`config.mk`:
```
export PLATFORM = sky130hd
export DESIGN_NAME = nibble_serial_compare_fsm
export DESIGN_NICKNAME = d
export VERILOG_FILES = /design/src/rtl/cmp_pkg.sv /design/src/rtl/nibble_serial_compare_fsm.sv
export SDC_FILE = /design/constraint.sdc
export NUM_CORES = 1
export LEC_CHECK = 0
export CORE_MARGIN = 2
export CORE_UTILIZATION = 51
export CTS_BUF_LIST = sky130_fd_sc_hd__clkbuf_4 sky130_fd_sc_hd__clkbuf_8
export DETAILED_ROUTE_END_ITERATION = 12
export GPL_ROUTABILITY_DRIVEN = 0
export PLACE_DENSITY = 0.85
export REMOVE_ABC_BUFFERS = 1
export SLEW_MARGIN = 40
export SYNTH_ARGS = -nofsm -noshare
export SYNTH_HDL_FRONTEND = slang
export SYNTH_SLANG_ARGS = --single-unit
export TNS_END_PERCENT = 10
```
`constraint.sdc`:
```
create_clock -name clk -period 2 [get_ports clk]
set_clock_uncertainty 0.1 [all_clocks]
set_input_delay 0.2 -clock clk [delete_from_list [all_inputs] [get_ports clk]]
set_output_delay 0.2 -clock clk [all_outputs]
set_load 0.01 [all_outputs]
```
`src/rtl/cmp_pkg.sv`:
```
// Shared encodings for the nibble-serial word comparator.
//   ST_COLLECT / ST_HOLD : FSM state encoding
//   CMP_LT / CMP_EQ / CMP_GT : word-level verdict encoding
//   onehot3()            : true when exactly one of three flags is set
package cmp_pkg;

    localparam logic ST_COLLECT = 1'b0;
    localparam logic ST_HOLD    = 1'b1;

    localparam logic [1:0] CMP_LT = 2'd0;
    localparam logic [1:0] CMP_EQ = 2'd1;
    localparam logic [1:0] CMP_GT = 2'd2;

    typedef enum logic {
        S_COLLECT = ST_COLLECT,
        S_HOLD    = ST_HOLD
    } state_e;

    function automatic logic onehot3(input logic a, input logic b, input logic c);
        return ({a, b, c} == 3'b100) || ({a, b, c} == 3'b010) || ({a, b, c} == 3'b001);
    endfunction

endpackage

```
`src/rtl/nibble_serial_compare_fsm.sv`:
```
// Folds per-nibble gt/eq/lt flags of a word pair, streamed MSB nibble first,
// into one word-level verdict; the first non-equal nibble decides it.
// Ports:
//   clk, rst                      clock, synchronous active-high reset
//   nib_valid/nib_ready           nibble handshake
//   nib_gt/nib_eq/nib_lt          per-nibble comparator flags
//   nib_last                      nibble is the LSB nibble of the word
//   res_valid/res_ready           verdict handshake
//   res_gt/res_eq/res_lt          word verdict (exactly one set while valid)
//   res_err                       flag fault or forced termination at MAX_NIBBLES
//   res_cnt                       nibbles consumed for the word
module nibble_serial_compare_fsm
    import cmp_pkg::*;
#(
    parameter int MAX_NIBBLES = 8,
    parameter int CNT_W       = $clog2(MAX_NIBBLES + 1)
) (
    input  logic             clk,
    input  logic             rst,
    input  logic             nib_valid,
    input  logic             nib_gt,
    input  logic             nib_eq,
    input  logic             nib_lt,
    input  logic             nib_last,
    output logic             nib_ready,
    output logic             res_valid,
    output logic             res_gt,
    output logic             res_eq,
    output logic             res_lt,
    output logic             res_err,
    output logic [CNT_W-1:0] res_cnt,
    input  logic             res_ready
);

    state_e             state_q;
    logic [CNT_W-1:0]   cnt_q, cnt_d;
    logic               decided_q, decided_d;
    logic [1:0]         dir_q, dir_d;
    logic               err_q, err_d;
    logic               res_gt_q, res_eq_q, res_lt_q, res_err_q;
    logic [CNT_W-1:0]   res_cnt_q;

    logic               beat, flags_ok, take_dir, at_max, term;
    logic [1:0]         verdict_d;

    // Per-beat accumulation; only committed when a beat actually happens.
    always_comb begin
        beat      = nib_valid && (state_q == S_COLLECT);
        flags_ok  = onehot3(nib_gt, nib_eq, nib_lt);
        cnt_d     = cnt_q + 1'b1;
        // A faulty beat never decides, even if gt or lt is among its flags.
        take_dir  = !decided_q && flags_ok && (nib_gt || nib_lt);
        decided_d = decided_q || take_dir;
        dir_d     = take_dir ? (nib_gt ? CMP_GT : CMP_LT) : dir_q;
        at_max    = (cnt_d == CNT_W'(MAX_NIBBLES));
        term      = nib_last || at_max;
        err_d     = err_q || !flags_ok || (at_max && !nib_last);
        verdict_d = decided_d ? dir_d : CMP_EQ;
    end

    always_ff @(posedge clk) begin
        if (rst) begin
            state_q   <= S_COLLECT;
            cnt_q     <= '0;
            decided_q <= 1'b0;
            dir_q     <= CMP_LT;
            err_q     <= 1'b0;
            res_gt_q  <= 1'b0;
            res_eq_q  <= 1'b0;
            res_lt_q  <= 1'b0;
            res_err_q <= 1'b0;
            res_cnt_q <= '0;
        end else begin
            case (state_q)
                S_COLLECT: begin
                    if (beat) begin
                        cnt_q     <= cnt_d;
                        decided_q <= decided_d;
                        dir_q     <= dir_d;
                        err_q     <= err_d;
                        if (term) begin
                            state_q   <= S_HOLD;
                            res_gt_q  <= (verdict_d == CMP_GT);
                            res_eq_q  <= (verdict_d == CMP_EQ);
                            res_lt_q  <= (verdict_d == CMP_LT);
                            res_err_q <= err_d;
                            res_cnt_q <= cnt_d;
                        end
                    end
                end
                S_HOLD: begin
                    // Result fields are left as-is; only the word accumulators clear.
                    if (res_ready) begin
                        state_q   <= S_COLLECT;
                        cnt_q     <= '0;
                        decided_q <= 1'b0;
                        dir_q     <= CMP_LT;
                        err_q     <= 1'b0;
                    end
                end
                default: state_q <= S_COLLECT;
            endcase
        end
    end

    assign nib_ready = (state_q == S_COLLECT);
    assign res_valid = (state_q == S_HOLD);
    assign res_gt    = res_gt_q;
    assign res_eq    = res_eq_q;
    assign res_lt    = res_lt_q;
    assign res_err   = res_err_q;
    assign res_cnt   = res_cnt_q;

endmodule

```
Word level (Yosys, flattened, before mapping)
Cells that the tools add are included.
- multiplexer cells: 18
- add/subtract/negate cells: 1
- bitwise logic cells: 1
- reductions and logical operators: 17
- eq/ne operators: 8
- operator list (operator ; number):
    $mux 2 ; 5
    $mux 4 ; 2
    $pmux 4 s2 ; 1
    $logic_or 1x1->1 ; 7
    $mux 1 ; 6
    $pmux 1 s2 ; 3
    $add 4x1->4 const B ; 1
    $eq 4x4->1 const B ; 1
    $logic_and 1x1->1 ; 4
    $pmux 2 s2 ; 1
    $eq 3x1->1 const B ; 1
    $eq 3x2->1 const B ; 1
    $eq 3x3->1 const B ; 1
    $logic_not 1->1 ; 3
    $reduce_and 3->1 ; 1
    $eq 2x1->1 const B ; 1
    $eq 2x2->1 const B ; 1
    $logic_not 2->1 ; 1
    $ne 2x1->1 const B ; 1
    $ne 2x2->1 const B ; 1
    $reduce_and 2->1 ; 1
    $not 1->1 ; 1
- bits in registers: 17
- output and inout bits: 10
- input port bits: 8

Longest topological paths before layout
Gate-level depths: netlist of run 1.
- depth in word-level cells: 8
- depth in mapped cells: 6
- depth with buffers taken out: 5

Least setup slack after synthesis of run 1
OpenSTA, ideal clock, no wires.
- path kind: reg-to-reg
- start point: register cnt_q[0]
- end point: register res_cnt_q[2], in the netlist res_cnt[2]
- data arrival time: 1.554 ns
- stages on the path, launching flop included: 7
- slack: 0.267 ns
- required time: 1.821 ns
- cell sequence: dfxtp_1 > ha_1 > nand2_1 > a2111o_1 > buf_6 > and3b_1 > a211oi_2
- cells in the longest elaborated chain, start to end: 4
- ends and longest elaborated chain (element ; line ; source):
    start: declaration ; nibble_serial_compare_fsm.sv:36 ; logic [CNT_W-1:0] cnt_q, cnt_d;
    start signal: assignment ; nibble_serial_compare_fsm.sv:77 ; cnt_q <= cnt_d;
    $add 4x1->4 (*) ; nibble_serial_compare_fsm.sv:50 ; cnt_d = cnt_q + 1'b1;
    $eq 4x4->1 ; nibble_serial_compare_fsm.sv:55 ; at_max = (cnt_d == CNT_W'(MAX_NIBBLES));
    $logic_or 1x1->1 ; nibble_serial_compare_fsm.sv:56 ; term = nib_last || at_max;
    $reduce_and 3->1 (no source line) ; -- ;
    end signal: assignment ; nibble_serial_compare_fsm.sv:87 ; res_cnt_q <= cnt_d;
    end: declaration ; nibble_serial_compare_fsm.sv:41 ; logic [CNT_W-1:0] res_cnt_q;
Every way passes the cells marked *; elsewhere a longest branch is shown, timed or not.
A chain may end at the register's enable or synchronous reset.

Final worst setup path of run 1
- start point: register cnt_q[0]
- end point: register res_lt_q, in the netlist res_lt
- cells in the longest elaborated chain, start to end: 4
- ends and longest elaborated chain (element ; line ; source):
    $add 4x1->4 ; nibble_serial_compare_fsm.sv:50 ;
    $eq 4x4->1 ; nibble_serial_compare_fsm.sv:55 ;
    $logic_or 1x1->1 ; nibble_serial_compare_fsm.sv:56 ;
    $reduce_and 3->1 (no source line) ; -- ;
    end signal: assignment ; nibble_serial_compare_fsm.sv:85 ; res_lt_q <= (verdict_d == CMP_LT);
    end: declaration ; nibble_serial_compare_fsm.sv:40 ; logic res_gt_q, res_eq_q, res_lt_q, res_err_q;
Every way passes these cells.

==> report_table.html, run 1 <==
<table>
<tr><th>Metric</th><th>Value</th></tr>
<tr><th colspan="2">Drt</th></tr>
<tr><td>Met2 WL</td><td>830 microns</td></tr>
<tr><td>Via count normalized by instance count</td><td>6.05</td></tr>
<tr><td>Total DRC errors in the routed layout</td><td>0</td></tr>
<tr><td>WL/cell</td><td>14.2 microns</td></tr>
<tr><td>DRT Pass-1 Iters</td><td>5</td></tr>
<tr><td>Final wirelength</td><td>1860 microns</td></tr>
<tr><td>DRC violation total after the first TritonRoute iteration</td><td>9</td></tr>
<tr><td>DR top layer</td><td>met4</td></tr>
<tr><td>Remaining antenna violation count after routing</td><td>0</td></tr>
<tr><td>M1 WL</td><td>897 microns</td></tr>
<tr><td>Met3 layer wire length in the routed design</td><td>97 microns</td></tr>
<tr><td>Via count of the routed design</td><td>793</td></tr>
<tr><th colspan="2">Clocking</th></tr>
<tr><td>Number of buffers added to fix hold violations after cts</td><td>0</td></tr>
<tr><td># H-tree levels</td><td>1</td></tr>
<tr><td>Num CTS Buffers</td><td>3</td></tr>
<tr><td>Post CTS Setup Buffer Count</td><td>0</td></tr>
<tr><td>Clk buf depth</td><td>2</td></tr>
<tr><td>CTS tree</td><td>built</td></tr>
<tr><td>Reg clk slew, reported paths</td><td>about 100 ps</td></tr>
<tr><td>Resized Gates After CTS</td><td>0</td></tr>
<tr><td>Sink Count</td><td>17</td></tr>
<tr><td>Insertion delay of the later-clocked pin in the worst-skew pair</td><td>~300 ps</td></tr>
<tr><td>Cell chosen for the clock root</td><td>sky130_fd_sc_hd__clkbuf_4</td></tr>
<tr><th colspan="2">Layout</th></tr>
<tr><td>Final standard cell count with taps included and fillers excluded</td><td>around 130</td></tr>
<tr><td>Final Instance Area</td><td>1060 sq um</td></tr>
<tr><td>Commonest non-fill, non-tap cells in the layout</td><td>sky130_fd_sc_hd__dfxtp_1 (17), sky130_fd_sc_hd__clkdlybuf4s50_1 (17), sky130_fd_sc_hd__a21oi_1 (14), sky130_fd_sc_hd__nand2_1 (7)</td></tr>
<tr><td>Area added between synthesis and finish</td><td>23.7%</td></tr>
<tr><td>Fraction of final layout cells sized beyond drive strength 1</td><td>a little under a tenth</td></tr>
<tr><td>Nets</td><td>125</td></tr>
<tr><td>Number of diodes</td><td>0</td></tr>
<tr><th colspan="2">STA</th></tr>
<tr><td>Fin crit share</td><td>between 90% and 100%</td></tr>
<tr><td>Number of hold-slack violations in the final timing report</td><td>0</td></tr>
<tr><td>Slew at the pin closest to its max-slew limit</td><td>375 ps</td></tr>
<tr><td>Final setup violating endpoints</td><td>0</td></tr>
<tr><td>Tmin final</td><td>1880 ps</td></tr>
<tr><td>Total Negative Setup Slacks</td><td>0 ps</td></tr>
<tr><td>Peak Freq</td><td>approximately 0.53 GHz</td></tr>
<tr><td>Setup repair after global routing missed its margin</td><td>no</td></tr>
<tr><td>Setup slack of the critical path after layout</td><td>124 ps</td></tr>
<tr><td>Count of final max-slew check failures</td><td>0</td></tr>
<tr><td>Relative slew margins</td><td>74.9%</td></tr>
<tr><th colspan="2">Yosys</th></tr>
<tr><td>Synth Register Bits</td><td>17</td></tr>
<tr><td>Post-synth design cell area</td><td>856 sq um</td></tr>
<tr><td>Largest area contributor in the netlist</td><td>sky130_fd_sc_hd__dfxtp_1</td></tr>
<tr><td>Average footprint of a synthesized cell</td><td>between 8 and 9 sq um</td></tr>
<tr><td>Number of distinct library cell variants in the gate-level netlist after synthesis</td><td>35</td></tr>
<tr><td>Top cells by area, synth</td><td>sky130_fd_sc_hd__dfxtp_1 (40%), sky130_fd_sc_hd__a21oi_1 (8.2%), sky130_fd_sc_hd__a211oi_2 (4.4%), sky130_fd_sc_hd__nand3_1 (3.5%), sky130_fd_sc_hd__nand2_1 (3.1%)</td></tr>
<tr><td>Sequential element share of the synthesized area</td><td>39.8%</td></tr>
<tr><td>Top cell type's share of synthesized area</td><td>39.8%</td></tr>
<tr><td>Post-Syn Instances</td><td>98</td></tr>
<tr><td>YS warnings</td><td>0</td></tr>
<tr><th colspan="2">Critical path</th></tr>
<tr><td>Buffers &amp; Inverters on Critical Path</td><td>0</td></tr>
<tr><td>Arrival time worst endpoint</td><td>2000 ps</td></tr>
<tr><td>Data required time at the worst endpoint</td><td>between 2000 and 2500 ps</td></tr>
<tr><td>Critical Path Slowest Stage Cell</td><td>sky130_fd_sc_hd__a2111o_1</td></tr>
<tr><td>Sort of element at the start of the critical path</td><td>register</td></tr>
<tr><td>Reg2reg setup slack</td><td>120 ps</td></tr>
<tr><td>Largest fanout of any net on the critical path</td><td>10</td></tr>
<tr><td>List of cells traversed by the critical path</td><td>ha_1 -&gt; nand2_1 -&gt; a2111o_1 -&gt; and3b_1 -&gt; a211oi_2</td></tr>
<tr><td>Crit-path leading delay family</td><td>compound AO/OA/AOI/OAI gates</td></tr>
<tr><td>Nature of the critical path endpoint</td><td>register</td></tr>
<tr><td>Start-to-end type of the worst setup path</td><td>reg2reg</td></tr>
<tr><td>Maximum single-stage delay on the critical path</td><td>just under 500 ps</td></tr>
<tr><th colspan="2">Outcome</th></tr>
<tr><td>Status</td><td>complete, no violations</td></tr>
<tr><th colspan="2">GRT</th></tr>
<tr><td>Number of antenna violations at the first check in global routing</td><td>0</td></tr>
<tr><td>Largest net degree at the start of global routing</td><td>14</td></tr>
<tr><td>Via count of the first global-routing pass</td><td>~740</td></tr>
<tr><td>GRT Resource Usage Total</td><td>22.4%</td></tr>
<tr><td>Wire length of the first global-routing pass</td><td>between 3000 and 4000 microns</td></tr>
<tr><td>GR Overflow Total</td><td>0</td></tr>
<tr><th colspan="2">Power</th></tr>
<tr><td>PnR Total Power</td><td>between 0.0006 and 0.0007 W</td></tr>
<tr><td>Maximum vdd ir drop</td><td>0.394 mV</td></tr>
<tr><td>Standby leakage power</td><td>just under 0.4 nW</td></tr>
<tr><td>Power per Cell Area</td><td>~660 nW/um^2</td></tr>
<tr><th colspan="2">Placed design</th></tr>
<tr><td>Pre-CTS setup slack</td><td>slightly below 100 ps</td></tr>
<tr><td>Instance area at placement</td><td>1030 sq um</td></tr>
<tr><td>Count of placed standard cells including taps</td><td>~130</td></tr>
<tr><td>HPWL after detailed placement</td><td>1360 microns</td></tr>
<tr><td>I/O Buffers</td><td>17</td></tr>
<tr><th colspan="2">Floorplan</th></tr>
<tr><td>Die Width</td><td>45.0 microns</td></tr>
<tr><td>Starting density of the core</td><td>55.5%</td></tr>
<tr><td>Core area</td><td>1540 sq um</td></tr>
<tr><td>Number of ports placed on the die boundary</td><td>18</td></tr>
<tr><td>DIE HEIGHT</td><td>45.0 microns</td></tr>
<tr><td>Full die area</td><td>2020 sq um</td></tr>
<tr><td>Cell row count</td><td>14</td></tr>
<tr><th colspan="2">Worst hold path</th></tr>
<tr><td>Min-Delay Path Class</td><td>reg2reg</td></tr>
<tr><th colspan="2">Flow run</th></tr>
<tr><td>Max-cap violations</td><td>0</td></tr>
</table>
synthesized netlist by cell type:
master	instances
sky130_fd_sc_hd__dfxtp_1	17
sky130_fd_sc_hd__a21oi_1	14
sky130_fd_sc_hd__nand2_1	7
sky130_fd_sc_hd__nand3_1	6
sky130_fd_sc_hd__nor2_1	6
sky130_fd_sc_hd__inv_1	5
sky130_fd_sc_hd__clkbuf_1	4
sky130_fd_sc_hd__a211oi_2	3
sky130_fd_sc_hd__and3b_1	3
sky130_fd_sc_hd__nor4b_1	3
sky130_fd_sc_hd__a22oi_1	2
sky130_fd_sc_hd__a31oi_1	2
sky130_fd_sc_hd__o211ai_1	2
sky130_fd_sc_hd__xnor2_1	2
sky130_fd_sc_hd__xor2_1	2
sky130_fd_sc_hd__a2111o_1	1
sky130_fd_sc_hd__a211oi_1	1
sky130_fd_sc_hd__a21bo_1	1
sky130_fd_sc_hd__a21o_1	1
sky130_fd_sc_hd__a311oi_1	1
sky130_fd_sc_hd__and4_1	1
sky130_fd_sc_hd__buf_1	1
sky130_fd_sc_hd__buf_6	1
sky130_fd_sc_hd__ha_1	1
sky130_fd_sc_hd__mux2i_1	1
sky130_fd_sc_hd__nand2_2	1
sky130_fd_sc_hd__nand2b_1	1
sky130_fd_sc_hd__nand3b_1	1
sky130_fd_sc_hd__nor2b_1	1
sky130_fd_sc_hd__nor3_1	1
sky130_fd_sc_hd__o2111ai_1	1
sky130_fd_sc_hd__o211a_1	1
sky130_fd_sc_hd__o21ai_0	1
sky130_fd_sc_hd__o221a_2	1
sky130_fd_sc_hd__o31ai_1	1
sequential cells by signal, indices dropped and copies added, names as in the netlist:
signal     flops
res_gt         1
res_err        1
err_q          1
cnt_q          4
dir_q          2
res_lt         1
res_valid      1
res_cnt        4
res_eq         1
decided_q      1
worst min-delay path: cells and delay by family (launching register included):
family	cells	cell delay (ps)
AOI/OAI and AO/OA	1	60
DFF	1	320
and+or+nand+nor	1	60
metrics by stage:
stage	util (%)	hold WS (ps)
after floorplan	-	165
after global placement	66.9	364
after detailed placement	66.9	367
after CTS	68.7	382
after global routing	68.7	411
final	68.7	378
power by group:
group / internal (W) / total (W) / switching, W
Combinational: 0.0000674 / 0.000131 / 0.0000636
Sequential: 0.000357 / 0.000376 / 0.0000184
Clock: 0.0000747 / 0.000187 / 0.000113
cell type report:
type	count	area [sq um]
multi-input combinational	70	467
clock buffer	3	22.5
clock inverter	1	5.00
inverter	5	18.8
sequential	17	340
tap	16	20.0
fill	126	483
timing repair buffer	19	185
kinds of logic (layout without fill, tap and decap cells):
group	count (synthesis)	after routing	synth area share [%]
flops	17	17	39.8
compound gates	33	33	27.8
xor+xnor	4	4	4.09
mux	1	1	1.17
buf+inv	11	28	5.70
fa+ha+maj	1	1	1.46
simple gates	31	31	20.0
layer usage:
layer | track usage (%) | vias up
met2 | 32.6 | 18
met5 | 0 | -
met1 | 29.0 | 374
met3 | 7.60 | 5
met4 | 11.8 | 0
li1 | - | 396
worst paths after layout:
path | start | depth (start not counted) | end
min | res_cnt[3] | 2 | res_cnt[3]
min reg2reg | res_cnt[3] | 2 | res_cnt[3]
max | cnt_q[0] | 5 | res_lt
max reg2reg | cnt_q[0] | 5 | res_lt
Note: power is estimated with default switching activity, not from simulation.
==> inputs of run 2 (changes only) <==
- CORE_UTILIZATION: 51 -> 63
- DONT_BUFFER_PORTS: default -> 1
- PLACE_DENSITY: 0.85 -> 0.84
==> run 2 against run 1 <==
  * Final area decreased by 15%
  * Combinational power fell by 36%
  * First-iteration DRC count grew to 3.7 times the previous value
  * Sequential cell count unchanged
  * Maximum frequency fell by 1.4%
  * Clock power down 7%
  * Largest power group unchanged
==> report_table.html, run 2 (synthesized netlist as in run 1, its figures left out) <==
<table>
<tr><th>Metric</th><th>Value</th></tr>
<tr><th colspan="2">Critical path</th></tr>
<tr><td>Sort of element at the start of the critical path</td><td>register</td></tr>
<tr><td>Reg2Reg Capture Point</td><td>res_lt</td></tr>
<tr><td>List of cells traversed by the critical path</td><td>ha_1 -&gt; nand2_1 -&gt; a2111o_1 -&gt; and3b_1 -&gt; a211oi_2</td></tr>
<tr><td>Crit path to</td><td>res_lt</td></tr>
<tr><td>Start point of the critical path</td><td>cnt_q[0]</td></tr>
<tr><td>Reg2reg setup slack</td><td>slightly below 100 ps</td></tr>
<tr><td>Worst Reg-to-Reg Cells</td><td>5</td></tr>
<tr><td>Data required time at the worst endpoint</td><td>2100 ps</td></tr>
<tr><td>Largest fanout of any net on the critical path</td><td>8</td></tr>
<tr><td>Maximum single-stage delay on the critical path</td><td>480 ps</td></tr>
<tr><td>Arrival time worst endpoint</td><td>2000 ps</td></tr>
<tr><td>Start-to-end type of the worst setup path</td><td>reg2reg</td></tr>
<tr><td>Nature of the critical path endpoint</td><td>register</td></tr>
<tr><td>Reg-to-reg critical path startpoint</td><td>cnt_q[0]</td></tr>
<tr><td>Critical Path Slowest Stage Cell</td><td>sky130_fd_sc_hd__a2111o_1</td></tr>
<tr><th colspan="2">Drt</th></tr>
<tr><td>Via count normalized by instance count</td><td>6.44</td></tr>
<tr><td>Via count of the routed design</td><td>741</td></tr>
<tr><td>Remaining antenna violation count after routing</td><td>0</td></tr>
<tr><td>DRC violation total after the first TritonRoute iteration</td><td>33</td></tr>
<tr><td>WL/cell</td><td>15.3 microns</td></tr>
<tr><td>DRT Pass-1 Iters</td><td>4</td></tr>
<tr><td>Total DRC errors in the routed layout</td><td>0</td></tr>
<tr><td>Final wirelength</td><td>1760 microns</td></tr>
<tr><th colspan="2">Placed design</th></tr>
<tr><td>Count of placed standard cells including taps</td><td>108</td></tr>
<tr><td>Instance area at placement</td><td>roughly 850 sq um</td></tr>
<tr><td>I/O Buffers</td><td>0</td></tr>
<tr><td>HPWL after detailed placement</td><td>between 1000 and 1500 microns</td></tr>
<tr><th colspan="2">GRT</th></tr>
<tr><td>Number of antenna violations at the first check in global routing</td><td>0</td></tr>
<tr><td>Wire length of the first global-routing pass</td><td>2590 microns</td></tr>
<tr><td>GRT Resource Usage Total</td><td>23.6%</td></tr>
<tr><td>GR Overflow Total</td><td>0</td></tr>
<tr><td>Via count of the first global-routing pass</td><td>634</td></tr>
<tr><td>Largest net degree at the start of global routing</td><td>17</td></tr>
<tr><th colspan="2">Outcome</th></tr>
<tr><td>Status</td><td>complete, no violations</td></tr>
<tr><th colspan="2">Worst hold path</th></tr>
<tr><td>Min-Delay Path Class</td><td>in2reg</td></tr>
<tr><th colspan="2">STA</th></tr>
<tr><td>Final setup violating endpoints</td><td>0</td></tr>
<tr><td>Number of hold-slack violations in the final timing report</td><td>0</td></tr>
<tr><td>Total Negative Setup Slacks</td><td>0 ps</td></tr>
<tr><td>Relative slew margins</td><td>56.7%</td></tr>
<tr><td>Count of final max-slew check failures</td><td>0</td></tr>
<tr><td>Setup repair after global routing missed its margin</td><td>no</td></tr>
<tr><td>Worst Hold Margin</td><td>around 16 ps</td></tr>
<tr><td>Slew at the pin closest to its max-slew limit</td><td>648 ps</td></tr>
<tr><td>Tmin final</td><td>1900 ps</td></tr>
<tr><td>Fin crit share</td><td>95.1%</td></tr>
<tr><td>Peak Freq</td><td>0.526 GHz</td></tr>
<tr><th colspan="2">Layout</th></tr>
<tr><td>Area added between synthesis and finish</td><td>5.70%</td></tr>
<tr><td>Commonest non-fill, non-tap cell in the layout</td><td>sky130_fd_sc_hd__dfxtp_1</td></tr>
<tr><td>Number of diodes</td><td>0</td></tr>
<tr><td>Number of fill cells in the layout</td><td>104</td></tr>
<tr><td>Final standard cell count with taps included and fillers excluded</td><td>115</td></tr>
<tr><td>Fraction of final layout cells sized beyond drive strength 1</td><td>a little under an eighth</td></tr>
<tr><td>Final Instance Area</td><td>905 sq um</td></tr>
<tr><td>Commonest non-fill, non-tap cells in the layout</td><td>sky130_fd_sc_hd__dfxtp_1 (17), sky130_fd_sc_hd__a21oi_1 (14), sky130_fd_sc_hd__nand2_1 (7), sky130_fd_sc_hd__nand3_1 (6), sky130_fd_sc_hd__nor2_1 (6)</td></tr>
<tr><td>Nets</td><td>110</td></tr>
<tr><td>Share of the core filled with cells</td><td>70.4%</td></tr>
<tr><th colspan="2">Power</th></tr>
<tr><td>Maximum vdd ir drop</td><td>0.599 mV</td></tr>
<tr><td>Power per Cell Area</td><td>707 nW/um^2</td></tr>
<tr><td>Standby leakage power</td><td>0.329 nW</td></tr>
<tr><th colspan="2">Floorplan</th></tr>
<tr><td>Number of ports placed on the die boundary</td><td>18</td></tr>
<tr><td>Cell row count</td><td>13</td></tr>
<tr><td>DIE HEIGHT</td><td>40.9 microns</td></tr>
<tr><td>Starting density of the core</td><td>between 60% and 70%</td></tr>
<tr><td>Full die area</td><td>1670 sq um</td></tr>
<tr><td>Core area</td><td>1280 sq um</td></tr>
<tr><td>Die Width</td><td>40.9 microns</td></tr>
<tr><th colspan="2">Clocking</th></tr>
<tr><td>Insertion delay of the later-clocked pin in the worst-skew pair</td><td>280 ps</td></tr>
<tr><td>Num CTS Buffers</td><td>3</td></tr>
<tr><td>Cell chosen for the clock root</td><td>sky130_fd_sc_hd__clkbuf_4</td></tr>
<tr><td>Reg clk slew, reported paths</td><td>about 100 ps</td></tr>
<tr><td>Resized Gates After CTS</td><td>0</td></tr>
<tr><td>Clk buf depth</td><td>2</td></tr>
<tr><td>CTS tree</td><td>built</td></tr>
<tr><td># H-tree levels</td><td>1</td></tr>
<tr><td>Sink Count</td><td>17</td></tr>
<tr><th colspan="2">Flow run</th></tr>
<tr><td>Max-cap violations</td><td>0</td></tr>
</table>
run 2: cell count changes in the layout (fill, tap and decap cells not counted):
cell	before	now
sky130_fd_sc_hd__clkdlybuf4s50_1	17	0
sky130_fd_sc_hd__dlygate4sd3_1	0	1
sky130_fd_sc_hd__buf_4	2	3
run 2: critical path, delay by kind of cell (launching register included):
kind | cells | cell delay, ps
adder cells (fa/ha/maj) | 1 | 270
flip-flops | 1 | 470
AND/OR/NAND/NOR | 2 | 310
AO/OA/AOI/OAI | 2 | 670
run 2: worst min path at each step:
stage	slack (ps)	end	start	cells past startpoint
6_report	20	cnt_q[2]	nib_valid	3
2_1_floorplan	160	res_cnt[2]	rst	1
3_3_place_gp	170	res_gt	rst	1
3_5_place_dp	170	res_lt	rst	1
4_1_cts	7	cnt_q[2]	nib_valid	3
5_1_grt	20	cnt_q[2]	nib_valid	3
run 2: repair_timing:
action                                  in CTS  in global routing
setup buffers                                0                  2
endpoints found under the setup margin       0                  4
hold endpoints to repair                    16                  0
hold buffers                                 1                  0
run 2: layout make-up:
class                           instances  area (sq um)  area share, %
Multi-Input combinational cell         70           467           51.6
Sequential cell                        17           340           37.6
Timing Repair Buffer                    4          32.5           3.60
Clock buffer                            3          22.5           2.49
Inverter                                5          18.8           2.07
Tap cell                               15          18.8           2.07
Clock inverter                          1          5.00          0.553
run 2: per-layer routing:
metal	global-route usage [%]	part of all wire, %	up-vias
met3	4.89	9.6	2
met4	10.0	0.74	0
li1	-	-	367
met2	34.8	43	30
met1	32.9	47	342
met5	0	0	-
run 2: per-stage QoR:
step           setup slack, ps  power, W
3_3_place_gp               178  0.000463
2_1_floorplan              182  0.000447
3_5_place_dp              70.1  0.000466
5_1_grt                   18.6  0.000675
6_report                  98.4  0.000640
4_1_cts                   24.5  0.000652
run 2: report_power, final:
part           switching (W)  internal (W)
registers          0.0000249      0.000357
clock network      0.0000992     0.0000741
logic              0.0000465     0.0000378
total               0.000171      0.000469
